$ cat src/rtl/alu_rr_arbiter.sv
// Round-robin arbiter sharing one ALU_nbit between NREQ requesters, with
// registered operands before the ALU and a registered result after it.
module alu_rr_arbiter #(
    parameter int n    = 4,
    parameter int NREQ = 4,
    parameter int IDW  = 2
) (
    input  logic              clk,
    input  logic              rst,
    input  logic [NREQ-1:0]   req_valid,
    output logic [NREQ-1:0]   req_ready,
    input  logic [NREQ*n-1:0] req_a,
    input  logic [NREQ*n-1:0] req_b,
    input  logic [NREQ*3-1:0] req_sel,
    output logic              rsp_valid,
    input  logic              rsp_ready,
    output logic [IDW-1:0]    rsp_id,
    output logic [n-1:0]      rsp_o,
    output logic              rsp_co,
    output logic              busy,
    output logic [1:0]        dbg_state
);

    // Handshakes: a transfer happens on a rising edge where valid && ready.
    // Requesters hold valid and payload until ready; rsp_* hold until rsp_ready.
    typedef enum logic [1:0] {IDLE = 2'd0, EXEC = 2'd1, RESP = 2'd2} state_t;

    state_t         state, state_nxt;
    logic [IDW-1:0] rr_ptr, rr_ptr_nxt;
    logic [IDW-1:0] win_id, cand;
    logic [IDW:0]   sum;
    logic           win_found;
    logic [n-1:0]   op_a, op_b;
    logic [2:0]     op_sel;
    logic [IDW-1:0] op_id;
    logic [n-1:0]   alu_o;
    logic           alu_co;

    // First valid requester at or after rr_ptr, wrapping modulo NREQ.
    always_comb begin
        win_found = 1'b0;
        win_id    = '0;
        sum       = '0;
        cand      = '0;
        for (int k = 0; k < NREQ; k++) begin
            sum = {1'b0, rr_ptr} + k[IDW:0];
            if (sum >= (IDW+1)'(NREQ))
                sum = sum - (IDW+1)'(NREQ);
            cand = sum[IDW-1:0];
            if (!win_found && req_valid[cand]) begin
                win_found = 1'b1;
                win_id    = cand;
            end
        end
    end

    always_comb begin
        req_ready = '0;
        if (state == IDLE && win_found && !rst)
            req_ready[win_id] = 1'b1;
    end

    assign rr_ptr_nxt = (win_id == IDW'(NREQ-1)) ? '0 : win_id + 1'b1;

    always_comb begin
        state_nxt = state;
        case (state)
            IDLE:    if (win_found) state_nxt = EXEC;
            EXEC:    state_nxt = RESP;
            RESP:    if (rsp_ready) state_nxt = IDLE;
            default: state_nxt = IDLE;
        endcase
    end

    always_ff @(posedge clk or posedge rst) begin
        if (rst) begin
            state     <= IDLE;
            rr_ptr    <= '0;
            op_a      <= '0;
            op_b      <= '0;
            op_sel    <= '0;
            op_id     <= '0;
            rsp_valid <= 1'b0;
            rsp_id    <= '0;
            rsp_o     <= '0;
            rsp_co    <= 1'b0;
        end else begin
            state <= state_nxt;
            case (state)
                IDLE: begin
                    if (win_found) begin
                        op_a   <= req_a[win_id*n +: n];
                        op_b   <= req_b[win_id*n +: n];
                        op_sel <= req_sel[win_id*3 +: 3];
                        op_id  <= win_id;
                        rr_ptr <= rr_ptr_nxt;
                    end
                end
                EXEC: begin
                    rsp_o     <= alu_o;
                    rsp_co    <= alu_co;
                    rsp_id    <= op_id;
                    rsp_valid <= 1'b1;
                end
                RESP: begin
                    if (rsp_ready) rsp_valid <= 1'b0;
                end
                default: ;
            endcase
        end
    end

    assign busy      = (state != IDLE);
    assign dbg_state = state;

    ALU_nbit #(.n(n)) u_alu (
        .a   (op_a),
        .b   (op_b),
        .sel (op_sel),
        .o   (alu_o),
        .co  (alu_co)
    );

endmodule

// Combinational n-bit ALU; co is carry for add, borrow for subtract and the
// shifted-out bit for shifts, zero for logic ops.
module ALU_nbit #(
    parameter int n = 4
) (
    input  logic [n-1:0] a,
    input  logic [n-1:0] b,
    input  logic [2:0]   sel,
    output logic [n-1:0] o,
    output logic         co
);

    logic [n:0] res;

    always_comb begin
        res = '0;
        case (sel)
            3'd0:    res = {1'b0, a} + {1'b0, b};
            3'd1:    res = {1'b0, a} - {1'b0, b};
            3'd2:    res = {1'b0, a & b};
            3'd3:    res = {1'b0, a | b};
            3'd4:    res = {1'b0, a ^ b};
            3'd5:    res = {1'b0, ~a};
            3'd6:    res = {a, 1'b0};
            default: res = {a[0], 1'b0, a[n-1:1]};
        endcase
    end

    assign o  = res[n-1:0];
    assign co = res[n];

endmodule

$ cat config.mk
export PLATFORM = sky130hd
export DESIGN_NAME = alu_rr_arbiter
export DESIGN_NICKNAME = d
export VERILOG_FILES = /design/src/rtl/alu_rr_arbiter.sv
export SDC_FILE = /design/constraint.sdc
export NUM_CORES = 1
export LEC_CHECK = 0
export CELL_PAD_IN_SITES_DETAIL_PLACEMENT = 1
export CELL_PAD_IN_SITES_GLOBAL_PLACEMENT = 1
export CORE_AREA = 2 2 80 82
export DETAILED_ROUTE_END_ITERATION = 8
export DIE_AREA = 0 0 82 84
export GPL_TIMING_DRIVEN = 0
export PLACE_DENSITY_LB_ADDON = 0.08
export SLEW_MARGIN = 25
export SYNTH_ARGS = -nofsm -noshare
export SYNTH_HDL_FRONTEND = slang
export SYNTH_HIERARCHICAL = 1
export SYNTH_SLANG_ARGS = --single-unit
$ cat constraint.sdc
create_clock -name clk -period 2.9 [get_ports clk]
set_clock_uncertainty 0.15 [all_clocks]
set_input_delay 0.29 -clock clk [delete_from_list [all_inputs] [get_ports clk]]
set_output_delay 0.29 -clock clk [all_outputs]
set_load 0.05 [all_outputs]
* After elaboration in Yosys (flattened, before gate mapping)
Index checks and enable logic that the tools add are counted.
Storage, ports and cells: logic and storage cells 96, register bits after elaboration 25, output and inout bits 15, bits of input ports 51
Cells by class: bitwise operators 4, shift-type cells 3, reductions and logical operators 17, muxes and demuxes 30, order comparisons 10, $add $sub $neg 10, $mul 1, equal/unequal tests 11
Operators with widths (count):
- one-hot mux 5 bit (7 select lines) | 1
- variable part select 16 x 5 -> 4 bit | 2
- 2-to-1 mux 2 bit | 11
- < comparator 2 x 3 -> 1 bit, second input constant | 5
- variable part select 12 x 5 -> 3 bit | 1
- 2-to-1 mux 1 bit | 10
- equality test 3 bit, second input constant | 3
- greater-or-equal comparator 3 bit, second input constant | 3
- binary-select mux 1 bit (select 2 bit) | 4
- subtractor 2 x 1 -> 2 bit, second input constant | 4
- adder 2 x 2 -> 3 bit, second input constant | 2
- equality test 3 x 2 -> 1 bit, second input constant | 2
- logical AND 1 bit | 6
- one-hot mux 2 bit (3 select lines) | 1
- AND reduction 2 bit | 3
- adder 4 x 4 -> 5 bit | 1
- subtractor 4 x 4 -> 5 bit | 1
- bitwise AND 4 bit | 1
- equality test 2 bit, second input constant | 2
- logical NOT 1 bit | 4
- multiplier 2 x 2 -> 4 bit, second input constant | 1
- 2-to-1 mux 4 bit | 1
- inequality test 2 bit, second input constant | 2
- inverter 4 bit | 1
- other kinds (13) | 14

* Depth between registers and ports, before layout
depth in word-level cells 19, mapped depth 10, mapped depth without buffers 10

* Modules after synthesis
The synthesis kept the hierarchy.
Modules (own cells, without submodules):
- alu_rr_arbiter | area an instance 1478.9 um^2, sequential area each 625.6 um^2, cells an instance 143, instances 1
- ALU_nbit | area an instance 588.1 um^2, sequential area each 0.0 um^2, cells an instance 80, instances 1

* Least setup slack after synthesis
OpenSTA, ideal clock, no wires.
path type register -> output, from register state[0] (netlist: dbg_state[0]), to output port req_ready[0], required time 2.460 ns, arrival 2.540 ns, path buffers 1, setup slack -0.080 ns, stages on the path, launching flop included 6, cells stage by stage dfrtp_1 or2_2 or2_2 clkbuf_1 or3_1 nor2_1
Between the ends: word-level cells in the longest chain between the ends 4
RTL lines:
- from (decl) | line 28 | state_t state, state_nxt;
- from (signal assigned) | line 88 | state <= state_nxt;
- logical NOT 2 bit | line 59 | if (state == IDLE && win_found && !rst)
- logical AND 1 bit (2 in series) | line 59
- 2-to-1 mux 4 bit | line 59
- to (decl) | line 11 | output logic [NREQ-1:0] req_ready,
Every way passes these cells.

* Worst setup path in the final report
from register op_sel[1], to register rsp_co
Between the ends: word-level cells in the longest chain between the ends 2, elaborated cells between the ends (all ways) 8, classes of those cells eq/ne (6); mux (1); reduce/logical (1)
RTL lines:
- from (decl) | line 34 | logic [2:0] op_sel;
- from (signal assigned) | line 94 | op_sel <= req_sel[win_id*3 +: 3];
- equality test 3 bit (tied with other cells) | line 142 | case (sel)
- one-hot mux 5 bit (7 select lines) * | line 142
- named net alu_co | line 37 | logic alu_co;
- to (signal assigned) | line 101 | rsp_co <= alu_co;
- to (decl) | line 19 | output logic rsp_co,
Mark *: on every way through the listed nets, which the timed path passes. The rest lies on a longest branch. A chain may end at the register's enable or synchronous reset.

==> summary.md <==
| Metric | Value |
|---|---|
| Status | `finished clean` |
| Maximum VDD drop | `475.4 uV` |
| CTS max path bufs | `2` |
| DR iter-0 viols | `32` |
| RSZ-0062 raised after global routing | `yes` |
| Post-synth top cells | `mux2i_1, dfrtp_1, nor3_1` |
| FILL cells | `734` |
| Period utilization | `0.9585` |
| Max Slew Vio Count | `0` |
| P_leak | `0.001353 uW` |
| Worst hold slack | `0.2756 ns` |
| Max Clk Rate | `359.8 MHz` |
| Post-Synth Simple-Gate Area | `0.1556` |
| Max-cap check violation count | `0` |
| Share of the synthesized area in the top cell type | `0.3027` |
| Max incr delay on CP | `0.46 ns` |
| Slowest CP cell | `dfrtp_2` |
| PortBufs | `65` |
| Mapped Cells | `223` |
| Seq cells post-synth | `25` |
| FFs w/ async S/R, synth | `1.000` |
| Syn_area_per_cell | `9.269 um^2` |
| Synth Flop Type | `dfrtp_1` |
| Vias per cell | `5.105` |
| First-pass GRT wire length | `9715 um` |
| Htree depth | `1` |
| Setup Viol. Count Final | `0` |
| Synth Area in XOR/XNOR | `0.01695` |
| Worst setup SP type | `flop` |
| Diode count | `0` |
| Grt met3 use | `0.01623` |
| Core area | `6096 um^2` |
| Grt total ovfl | `0` |
| Area Growth Syn to Fin | `38.92%` |
| Layout cells sized above 1 | `0.1429` |
| Clk_lat worst skew | `0.27 ns` |
| Worst slew pin tran | `0.5738 ns` |
| Router iterations before antenna repair | `4` |
| Gr usage total | `0.1787` |
| Ranking of synthesized cells by area | `dfrtp_1, mux2i_1, ha_1, nor3_1, mux2_2` |
| Area of the multi-input gates | `1269 um^2` |
| Tmin final | `2.780 ns` |
| Storage element area | `628.1 um^2` |
| DR vias | `1894` |
| Initial cell density of the core | `0.3391` |
| # DRC | `0` |
| Cell variety after synth | `46` |
| Largest net degree at the start of global routing | `28` |
| Inst Count DP | `365` |
| Crit path capture type | `flop` |
| Cts hold-fix bufs | `0` |
| Count leader, synth | `mux2i_1` |
| Drt total wl | `5698 um` |
| Post-synth EDFFs | `0` |
| CTS tree | `done` |
| Final ANT Viol Nets | `0` |
| Clock Tree Root | `clkbuf_8` |
| Arr. time, crit path | `2.79 ns` |
| Crit Path Max Fanout | `6` |
| Largest family of logic cells by synthesized area | `multiplexers` |
| Synth Area in Adders | `0.1005` |
| Worst-path cell chain | `nand2b_1 -> nor2_2 -> mux2_2 -> fa_1 -> or2b_1 -> a21oi_1 -> xnor2_1 -> o2bb2ai_1 -> mux2_2` |
| Req. time, crit path | `2.91 ns` |
| Layout Cells excl Fill | `371` |
| TritonCTS Buffers | `3` |
| Hold Fails Final Rpt | `0` |
| Reg clk slew, reported paths | `0.09 ns` |
| Total negative slack | `0 ns` |
| Dominant cell type by count on the critical path | `mux2_2` |
| GRT Max-Usage Layer | `met2` |
| Power Dens Cells | `1161 nW/um^2` |
| Mapped Nets | `290` |
| Grt met2 use | `0.3097` |
| Ports | `66` |
| Worst Setup Path Type | `reg -> reg` |
| Slew headroom | `0.6169` |
| Worst hold-check path type | `in -> async` |
| Compound-gate portion of the synthesized area | `0.1538` |
| Vias in the first global route | `2015` |
| Grt met1 use | `0.2443` |
| Yosys warning total | `6` |
| Seq/Total Area, Yosys | `0.3027` |
| # rows | `29` |
| Final HPWL DP | `4574 um` |
| Die area | `6888 um^2` |
| Drt wl/cell | `15.36 um` |
| Nets | `362` |
| Gpl congestion | `0.7830` |
| Post-Syn Area | `2067 um^2` |
| Die span in x | `82 um` |
| Clk sinks | `25` |
| Mux share of post-synthesis cell area | `0.1858` |
| Initial antenna violation count | `0` |
| Die Y | `84 um` |
| Dominant cell type by area after synthesis | `dfrtp_1` |
[path summary, 6_finish.rpt]
path / start / end / depth (start not counted) / slack [ns]
worst min register to register: op_id[0] / op_id[0] / 2 / 0.35
worst min-delay path: rst / rr_ptr[1] / 2 / 0.28
worst max register to register: op_sel[1] / rsp_co / 9 / 0.12
worst max-delay path: op_sel[1] / rsp_co / 9 / 0.12
max in group asynchronous: rst / op_sel[0] / 2 / 1.91
min in group clk: op_id[0] / op_id[0] / 2 / 0.35
[power by group]
group          switching (uW)  total, uW  leakage [uW]  internal [uW]
sequential                206        734      0.000305            528
clock                     116        213     0.0000217           97.3
combinational            1290       2390       0.00103           1100
total                    1610       3340       0.00135           1720
[state kept, by name (all words and copies together) (netlist names)]
register   cells
rsp_valid      1
rr_ptr         2
op_b           4
rsp_co         1
rsp_o          4
op_id          2
op_sel         3
op_a           4
dbg_state      2
rsp_id         2
[layout make-up]
type,instances,share of cell area
clock inverter,1,0.002614
clock buffer,3,0.01438
multi-input combinational,165,0.4418
timing repair buffer,67,0.2266
tap,77,0.03355
sequential,25,0.2187
buffer,15,0.03878
inverter,18,0.02353
[cells by family (layout without fill, tap and decap cells)]
kind of cell,after synthesis,in the layout
buf+inv,33,104
compound gates,44,44
simple gates,65,65
fa+ha+maj,16,16
xor+xnor,4,4
mux,36,36
flops,25,25
[worst max-delay path, delay by kind of cell (launching register included)]
kind,cells,cell delay (ns)
adder cells (fa/ha/maj),1,0.44
multiplexers,2,0.64
flip-flops,1,0.46
XOR/XNOR,1,0.11
AO/OA/AOI/OAI,2,0.30
AND/OR/NAND/NOR,3,0.57
[cells in the final DEF, fill, tap and decap left out, drive strengths merged, types with 2 or more instances in the layout]
cell,count
xnor2,3
mux2i,26
ha,15
mux2,9
a211o,11
nand2,14
o21ai,7
dfrtp,25
clkbuf,10
nor2,11
a311oi,2
or3,2
clkdlybuf4s50,61
a21oi,9
and3,2
or2,3
nor3b,2
nor3,25
a31oi,2
inv,18
buf,14
[stage by stage]
stage | setup WS [ns] | utilization | total power [uW] | area [um^2]
CTS | 0.0003804 | 0.4686 | 3360 | 2856
finish | 0.1204 | 0.4711 | 3335 | 2872
detailed placement | -0.4728 | 0.4616 | 3138 | 2814
global placement | -0.4592 | 0.4616 | 3089 | 2814
floorplan | -0.08046 | - | 2461 | 2067
global route | -0.02204 | 0.4711 | 3673 | 2872
[per-layer routing]
layer	part of all wire	wire [um]
met4	0.0049	28
met5	0	0
met2	0.50	2856
met3	0.029	168
met1	0.46	2645
[what timing repair did]
action                     CTS  global route
setup endpoints to repair    4             7
buffers inserted             0             2
resized for setup           17            12
pin swaps                    0             2
No activity file was read; power rests on OpenSTA's default activity.
